## src/rtl/raw_hazard_unit.sv

```systemverilog
// Decode-stage RAW hazard detector for a 5-stage pipeline without forwarding.
// A 3-entry scoreboard shadows the destination registers of the instructions in
// EX, MEM and WB. A consumer in ID that reads a pending destination is held in
// IF/ID while a NOP is inserted into ID/EX.
// Optional build macro RAW_RF_BYPASS_EN: the register file writes before it reads,
// so the WB entry is excluded from the hit terms. The WB entry is still tracked.
module raw_hazard_unit #(
  parameter int unsigned REG_W = 3,
  parameter int unsigned CNT_W = 16
) (
  input  logic             clk,
  input  logic             rst_n,
  input  logic             id_valid,
  input  logic             id_uses_rs,
  input  logic             id_match_both,
  input  logic [REG_W-1:0] id_rs,
  input  logic [REG_W-1:0] id_rt,
  input  logic             id_writes_reg,
  input  logic [REG_W-1:0] id_rd,
  input  logic             mem_busy,
  input  logic             ex_flush,
  output logic             stall,
  output logic             bubble,
  output logic [1:0]       hz_state,
  output logic [CNT_W-1:0] stall_cnt
);

  typedef enum logic [1:0] {
    StRun  = 2'd0,
    StRaw  = 2'd1,
    StHold = 2'd2
  } hz_state_e;

  hz_state_e state_q, state_d;

  logic             sb_ex_v_q,  sb_ex_v_d;
  logic             sb_mem_v_q, sb_mem_v_d;
  logic             sb_wb_v_q,  sb_wb_v_d;
  logic [REG_W-1:0] sb_ex_rd_q,  sb_ex_rd_d;
  logic [REG_W-1:0] sb_mem_rd_q, sb_mem_rd_d;
  logic [REG_W-1:0] sb_wb_rd_q,  sb_wb_rd_d;
  logic [CNT_W-1:0] cnt_q, cnt_d;

  logic rs_hit, rt_hit, raw;
  logic wb_rs_hit, wb_rt_hit;

  // WB-stage comparison; dropped when the register file bypasses write-to-read.
`ifdef RAW_RF_BYPASS_EN
  assign wb_rs_hit = 1'b0;
  assign wb_rt_hit = 1'b0;
`else
  assign wb_rs_hit = sb_wb_v_q & (sb_wb_rd_q == id_rs);
  assign wb_rt_hit = sb_wb_v_q & (sb_wb_rd_q == id_rt);
`endif

  // Hit terms against every live scoreboard entry; Rt only counts for two-source ops.
  always_comb begin
    rs_hit = id_uses_rs & ((sb_ex_v_q & (sb_ex_rd_q == id_rs)) |
                           (sb_mem_v_q & (sb_mem_rd_q == id_rs)) |
                           wb_rs_hit);
    rt_hit = id_match_both & ((sb_ex_v_q & (sb_ex_rd_q == id_rt)) |
                              (sb_mem_v_q & (sb_mem_rd_q == id_rt)) |
                              wb_rt_hit);
    raw    = id_valid & ~ex_flush & (rs_hit | rt_hit);
  end

  // Control outputs are forced low while reset is asserted, even if memory is busy.
  assign stall  = rst_n & (raw | mem_busy);
  assign bubble = rst_n & raw & ~mem_busy;

  // Scoreboard shift; a busy memory freezes the whole pipe, including flush effects.
  always_comb begin
    sb_ex_v_d   = sb_ex_v_q;
    sb_ex_rd_d  = sb_ex_rd_q;
    sb_mem_v_d  = sb_mem_v_q;
    sb_mem_rd_d = sb_mem_rd_q;
    sb_wb_v_d   = sb_wb_v_q;
    sb_wb_rd_d  = sb_wb_rd_q;
    if (!mem_busy) begin
      sb_wb_v_d   = sb_mem_v_q;
      sb_wb_rd_d  = sb_mem_rd_q;
      sb_mem_v_d  = sb_ex_v_q;
      sb_mem_rd_d = sb_ex_rd_q;
      sb_ex_v_d   = id_valid & id_writes_reg & ~raw & ~ex_flush;
      sb_ex_rd_d  = id_rd;
    end
  end

  // Status FSM; lags the combinational controls by one cycle and drives nothing.
  always_comb begin
    state_d = StRun;
    if (mem_busy) begin
      state_d = StHold;
    end else if (raw) begin
      state_d = StRaw;
    end
  end

  // Saturating stall-cycle counter.
  always_comb begin
    cnt_d = cnt_q;
    if (stall && (cnt_q != {CNT_W{1'b1}})) begin
      cnt_d = cnt_q + CNT_W'(1);
    end
  end

  // State registers.
  always_ff @(posedge clk or negedge rst_n) begin
    if (!rst_n) begin
      sb_ex_v_q   <= 1'b0;
      sb_ex_rd_q  <= '0;
      sb_mem_v_q  <= 1'b0;
      sb_mem_rd_q <= '0;
      sb_wb_v_q   <= 1'b0;
      sb_wb_rd_q  <= '0;
      state_q     <= StRun;
      cnt_q       <= '0;
    end else begin
      sb_ex_v_q   <= sb_ex_v_d;
      sb_ex_rd_q  <= sb_ex_rd_d;
      sb_mem_v_q  <= sb_mem_v_d;
      sb_mem_rd_q <= sb_mem_rd_d;
      sb_wb_v_q   <= sb_wb_v_d;
      sb_wb_rd_q  <= sb_wb_rd_d;
      state_q     <= state_d;
      cnt_q       <= cnt_d;
    end
  end

  assign hz_state  = state_q;
  assign stall_cnt = cnt_q;

endmodule

```

## config.mk

```make
export PLATFORM = sky130hd
export DESIGN_NAME = raw_hazard_unit
export DESIGN_NICKNAME = d
export VERILOG_FILES = /design/src/rtl/raw_hazard_unit.sv
export SDC_FILE = /design/constraint.sdc
export NUM_CORES = 1
export LEC_CHECK = 0
export BUFFER_PORTS_ARGS = -buffer_cell sky130_fd_sc_hd__buf_2
export CAP_MARGIN = 10
export CORE_UTILIZATION = 30
export CTS_CLUSTER_SIZE = 16
export DETAILED_ROUTE_END_ITERATION = 16
export PLACE_DENSITY = 0.55
export SLEW_MARGIN = 15
export SYNTH_ARGS = -nofsm -noshare
export SYNTH_HDL_FRONTEND = slang
export SYNTH_SLANG_ARGS = --single-unit
```

## constraint.sdc

```tcl
create_clock -name clk -period 5.85 [get_ports clk]
set_input_delay 0.585 -clock clk [delete_from_list [all_inputs] [get_ports clk]]
set_output_delay 0.585 -clock clk [all_outputs]
set_load 0.02 [all_outputs]
```

==> metrics.yaml, run 1 <==
floorplanning:
  rows: 26
  die_x_um: 74.55
  die_h_um: 74.55
  core_area_um2: 5075
  die_area_um2: 5558
  initial_utilization_pct: 31.11
  ios: 37
synthesis:
  yosys.area.top_type: "dfrtp_1"
  synth_commonest_cells: "dfrtp_1, xnor2_1, mux2_2"
  async_flop_share_pct: 100.0
  yosys_warnings: 0
  synth_most_common_cell: "dfrtp_1"
  yosysTopAreaCellShare_pct: 47.54
  synthTopCellsByArea: "dfrtp_1, xnor2_1, mux2_2"
  syn-instance-count: 135
  ys_ff_latch: 30
  ys.flop_type: "dfrtp_1"
  synth_edf_count: 0
  synth.avg_cell_area_um2: 11.70
  yosysSeqAreaShare_pct: 47.54
  syn_nets: 153
  netlist_area_um2: 1579
  ys_types: 32
layout:
  diodes: 0
  areaGrowthSynthToFinish_pct: 22.03
  n_fill_cell: 527
  nets: 193
  layout-drive-gt1-share_pct: 34.09
  post-route-util_pct: 37.97
  final_area_um2: 1927
  instances_no_fill: 246
detailed_routing:
  wl_per_cell_um: 12.25
  drc_errors: 0
  drtPass1Iterations: 4
  drtAntennaViolNets: 0
  vias: 1150
  drt-total-wl_um: 3014
  drt_iter0_markers: 55
  routed_via_density: 4.675
grt:
  grt_pass1_vias: 1164
  grt_pass1_wl_um: 4974
  track_usage_pct: 11.93
  overflow: 0
  antenna_found_initial: 0
  grt_max_degree: 34
clock_network:
  clockBufferDepth: 2
  cts.sinks: 30
  h-tree-depth: 2
  numCtsBuffers: 5
  cts-hold-fix-buffers: 0
  cts_resized: 0
  path_clk_slew_ns: 0.06
  cts_tree: "done"
  post-cts-setup-buffers: 0
  cts_root_buf: "clkbuf_8"
  insertion_delay_ns: 0.27
power_and_ir_drop:
  ir_worst_vdd_mv: 0.1789
  p_leak_nw: 0.8566
  power_density_nw_per_um2: 333.2
critical_path:
  crit_path_start_kind: "input port"
  r2r-start: "sb_wb_rd_q[2]"
  cp.required_ns: 5.27
  cp_slowest_stage_delay_ns: 0.65
  worstPathCellList: "buf_2 -> and3b_1 -> nand2_1 -> a31oi_2 -> a311oi_4 -> inv_1 -> buf_2"
  r2r_cells: 6
  rr_endpoint: "stall_cnt[1]"
  critPathMostFrequentCell: "buf_2"
  ff2ff_setup_slack_ns: 3.63
  critPathSlowestCell: "a311oi_4"
  path_class: "input port to output pin"
  cp_max_fo: 33
  critPathTopFamily: "compound AO/OA/AOI/OAI gates"
  end_kind: "output pin"
  path_buf_inv: 3
  arrival_ns: 2.31
timing:
  worst_pin_slew_ns: 0.7006
  finalCritPeriodShare_pct: 49.53
  fmaxAchievable_mhz: 345.1
  rsz0062_at_grt: "false"
  setup_slack_ns: 2.952
  fin_skew_ns: 0.006568
  hold_viol: 0
  setup_viol: 0
  fin_setup_tns_ns: 0
  fin_crit_ns: 2.898
  final_max_slew_viol_count: 0
  relSlewSlack_pct: 53.30
placed_design:
  placed_cells: 238
  numPortBuffers: 36
  gp_congestion: 0.7469
  hpwl_um: 2231
  post-place-ws_ns: 2.894
  place_area_um2: 1821
run_status:
  outcome: "finished, final reports clean"
worst_hold_path:
  hp-class: "input port to asynchronous set/reset pin"
run:
  cap_violations: 0
==> cells in the final DEF, fill, tap and decap left out, drive strengths merged, types with 4 or more instances in the layout <==
cell     n
nand2   10
mux2    14
nor3     5
o22a     4
clkbuf   7
dfrtp   30
buf     36
xor2     8
nand4    9
xnor2   19
nand3    5
nor2     5
==> cell families after synthesis <==
kind of cell	after synthesis	share of synthesized area [%]
flip-flops	30	47.54
multiplexers	14	10.22
buffers and inverters	4	1.901
adder cells (fa/ha/maj)	1	0.7923
AND/OR/NAND/NOR	50	18.15
XOR/XNOR	27	14.98
AO/OA/AOI/OAI	9	6.419
==> where the power goes <==
group          switching [mW]  leakage, nW  internal [mW]
Combinational          0.0823        0.427         0.0766
Clock                  0.0737       0.0524          0.127
Sequential             0.0404        0.377          0.242
Total                   0.196        0.857          0.446
==> sequential cells by signal, summed over array words and instances, names as in the netlist <==
register,flops
stall_cnt,16
sb_ex_rd_q,3
sb_mem_rd_q,3
sb_wb_rd_q,3
hz_state,2
sb_ex_v_q,1
sb_mem_v_q,1
sb_wb_v_q,1
==> through the flow <==
step	power, mW	hold WS [ns]
final	0.6420	0.3518
after global routing	0.6791	0.4169
after CTS	0.6530	0.3734
after detailed placement	0.4465	0.4844
after global placement	0.4454	0.4789
after floorplan	0.3922	0.2894
==> worst max-delay path by stage <==
stage | startpoint | endpoint | slack (ns) | cells past startpoint
after floorplan | id_rt[0] | stall | 3.67 | 6
after global placement | rst_n | stall | 2.91 | 7
after detailed placement | rst_n | stall | 2.89 | 7
after CTS | rst_n | stall | 2.89 | 7
after global routing | rst_n | stall | 2.70 | 7
final | rst_n | stall | 2.95 | 7
==> area by class of cell <==
| class | instances | area (µm²) | area share (%) |
|---|---|---|---|
| Timing Repair Buffer | 36 | 180.2 | 9.351 |
| Inverter | 1 | 3.754 | 0.1948 |
| Clock inverter | 1 | 30.03 | 1.558 |
| Multi-Input combinational cell | 101 | 798.3 | 41.43 |
| Tap cell | 70 | 87.58 | 4.545 |
| Sequential cell | 30 | 750.7 | 38.96 |
| Clock buffer | 7 | 76.32 | 3.961 |
==> routing by layer <==
metal  vias to the layer above  track usage (%)  routed length (µm)
met5                         -                0                   0
li1                        564                -                   -
met3                         5            3.388                 127
met4                         0            5.241                  38
met2                        27            20.42                1456
met1                       554            13.86                1392
Power figures use the tool's default switching activity.
==> run 2, diff against run 1 <==
==> constraint.sdc (replaced) <==
create_clock -name clk -period 2.7 [get_ports clk]
set_input_delay 0.27 -clock clk [delete_from_list [all_inputs] [get_ports clk]]
set_output_delay 0.27 -clock clk [all_outputs]
set_load 0.02 [all_outputs]
==> run 2 against run 1 <==
  * Via count about the same
  * Critical endpoint unchanged
  * Setup slack got worse by 2.5 ns
  * Global-route usage increased by 0.22 points
  * Combinational power increased by 120%
  * Sequential share of layout area unchanged
  * Utilization unchanged
  * Total power increased by 110%
==> metrics.yaml, run 2 (synthesized netlist as in run 1, its figures left out) <==
run_status:
  outcome: "finished, final reports clean"
critical_path:
  end_kind: "output pin"
  cp_slowest_stage_delay_ns: 0.44
  critPathTopFamily: "buffers and inverters"
  crit_path_start_kind: "register"
  path_buf_inv: 3
  cp_max_fo: 11
  arrival_ns: 1.95
  cp.required_ns: 2.43
  critPathSlowestCell: "dfrtp_1"
  worstPathCellList: "xnor2_1 -> nand4_1 -> nand3_1 -> a311oi_4 -> buf_4 -> inv_1 -> buf_2"
  path_class: "register to output pin"
power_and_ir_drop:
  p_clk_share_pct: 28.0
  combinationalPowerShare_pct: 25.9
  swShare_pct: 32.67
  ir_worst_vdd_mv: 0.3163
  power_density_nw_per_um2: 691.5
  power_frac_seq_pct: 46.0
  p_leak_nw: 0.8617
  p_int_mw: 0.8971
  p_sw_mw: 0.4353
layout:
  largest_reg_flops: 16
  instances_no_fill: 248
  n_fill_cell: 531
  final_common_cell: "buf_2"
  layout-drive-gt1-share_pct: 35.39
  diodes: 0
  final_cell_mix: "buf_2, dfrtp_1, xnor2_1"
  nets: 195
  areaGrowthSynthToFinish_pct: 22.03
  final_area_um2: 1927
clock_network:
  path_clk_slew_ns: 0.06
  insertion_delay_ns: 0.28
  cts.sinks: 30
  cts_resized: 0
  numCtsBuffers: 5
  cts_root_buf: "clkbuf_8"
  clockBufferDepth: 2
  cts_tree: "done"
  h-tree-depth: 2
  cts-hold-fix-buffers: 0
  post-cts-setup-buffers: 0
timing:
  fmaxAchievable_mhz: 450.4
  finalCritPeriodShare_pct: 82.22
  rsz0062_at_grt: "false"
  setup_viol: 0
  fin_setup_tns_ns: 0
  worst_pin_slew_ns: 0.5030
  hold_viol: 0
  final_max_slew_viol_count: 0
  fin_skew_ns: 0.007660
  fin_crit_ns: 2.220
  relSlewSlack_pct: 66.43
run:
  cap_violations: 0
grt:
  use_met1_pct: 14.70
  grt_use_met2_pct: 19.32
  track_usage_pct: 12.15
  grt_pass1_vias: 1118
  use_met3_pct: 3.930
  overflow: 0
  antenna_found_initial: 0
  gr-max-usage-layer: "met2"
  grt_pass1_wl_um: 4926
  grt_max_degree: 32
placed_design:
  place_area_um2: 1836
  placed_cells: 240
  hpwl_um: 2306
  gp_congestion: 0.7408
  numPortBuffers: 36
detailed_routing:
  drt-total-wl_um: 3027
  drc_errors: 0
  wl_per_cell_um: 12.21
  routed_via_density: 4.641
  vias: 1151
  drt_iter0_markers: 20
  drtAntennaViolNets: 0
  drtPass1Iterations: 4
floorplanning:
  ios: 37
  core_area_um2: 5075
  die_area_um2: 5558
  die_h_um: 74.55
  die_x_um: 74.55
  rows: 26
  initial_utilization_pct: 31.11
worst_hold_path:
  hp-class: "input port to asynchronous set/reset pin"
-- run 2: per-stage QoR --
step | hold slack (ns) | setup WS [ns] | utilization [%] | power (mW)
after global routing | 0.06787 | 0.3323 | 37.97 | 1.419
final | 0.03626 | 0.4800 | 37.97 | 1.332
after CTS | 0.04639 | 0.4617 | 37.97 | 1.356
after floorplan | -0.02559 | 0.8568 | - | 0.8498
after global placement | 0.3573 | 0.6024 | 36.17 | 0.9720
after detailed placement | 0.3600 | 0.5474 | 36.17 | 0.9738
-- run 2: path summary, 6_finish.rpt --
path                                start             end  slack (ns)  cells after the start
max reg2reg                sb_mem_rd_q[0]    stall_cnt[1]        0.56                      7
min in group clk                 id_rd[0]   sb_ex_rd_q[0]        0.22                      2
max                        sb_mem_rd_q[0]           stall        0.48                      7
min reg2reg                  stall_cnt[9]    stall_cnt[9]        0.49                      1
min                                 rst_n    stall_cnt[5]        0.04                      2
max in group asynchronous           rst_n  sb_mem_rd_q[1]        2.38                      2
-- run 2: power by group through the flow --
| stage | registers, mW | logic [mW] | clock network [mW] |
|---|---|---|---|
| final | 0.614 | 0.346 | 0.373 |
| after global routing | 0.628 | 0.380 | 0.411 |
| after CTS | 0.614 | 0.352 | 0.389 |
| after detailed placement | 0.621 | 0.352 | 0 |
| after global placement | 0.621 | 0.351 | 0 |
| after floorplan | 0.666 | 0.184 | 0 |
-- run 2: final cells by class --
cell class	count	area, µm²	area share (%)
clock buffer	7	86.33	4.481
clock inverter	1	5.005	0.2597
inverter	1	3.754	0.1948
multi-input combinational	101	798.3	41.43
sequential	30	750.7	38.96
tap	70	87.58	4.545
timing repair buffer	38	195.2	10.13
-- run 2: worst reg2reg max path: cells and delay by family (launching register included) --
family,cells,cell delay [ns]
multiplexers,1,0.32
flip-flops,1,0.44
buffers and inverters,1,0.25
AND/OR/NAND/NOR,3,0.47
AO/OA/AOI/OAI,1,0.42
XOR/XNOR,1,0.15
-- run 2: routing by layer --
layer / vias to the layer above / routed length [µm]
met5: - / 0
met4: 0 / 59
met3: 5 / 161
met2: 27 / 1421
met1: 551 / 1385
li1: 568 / -
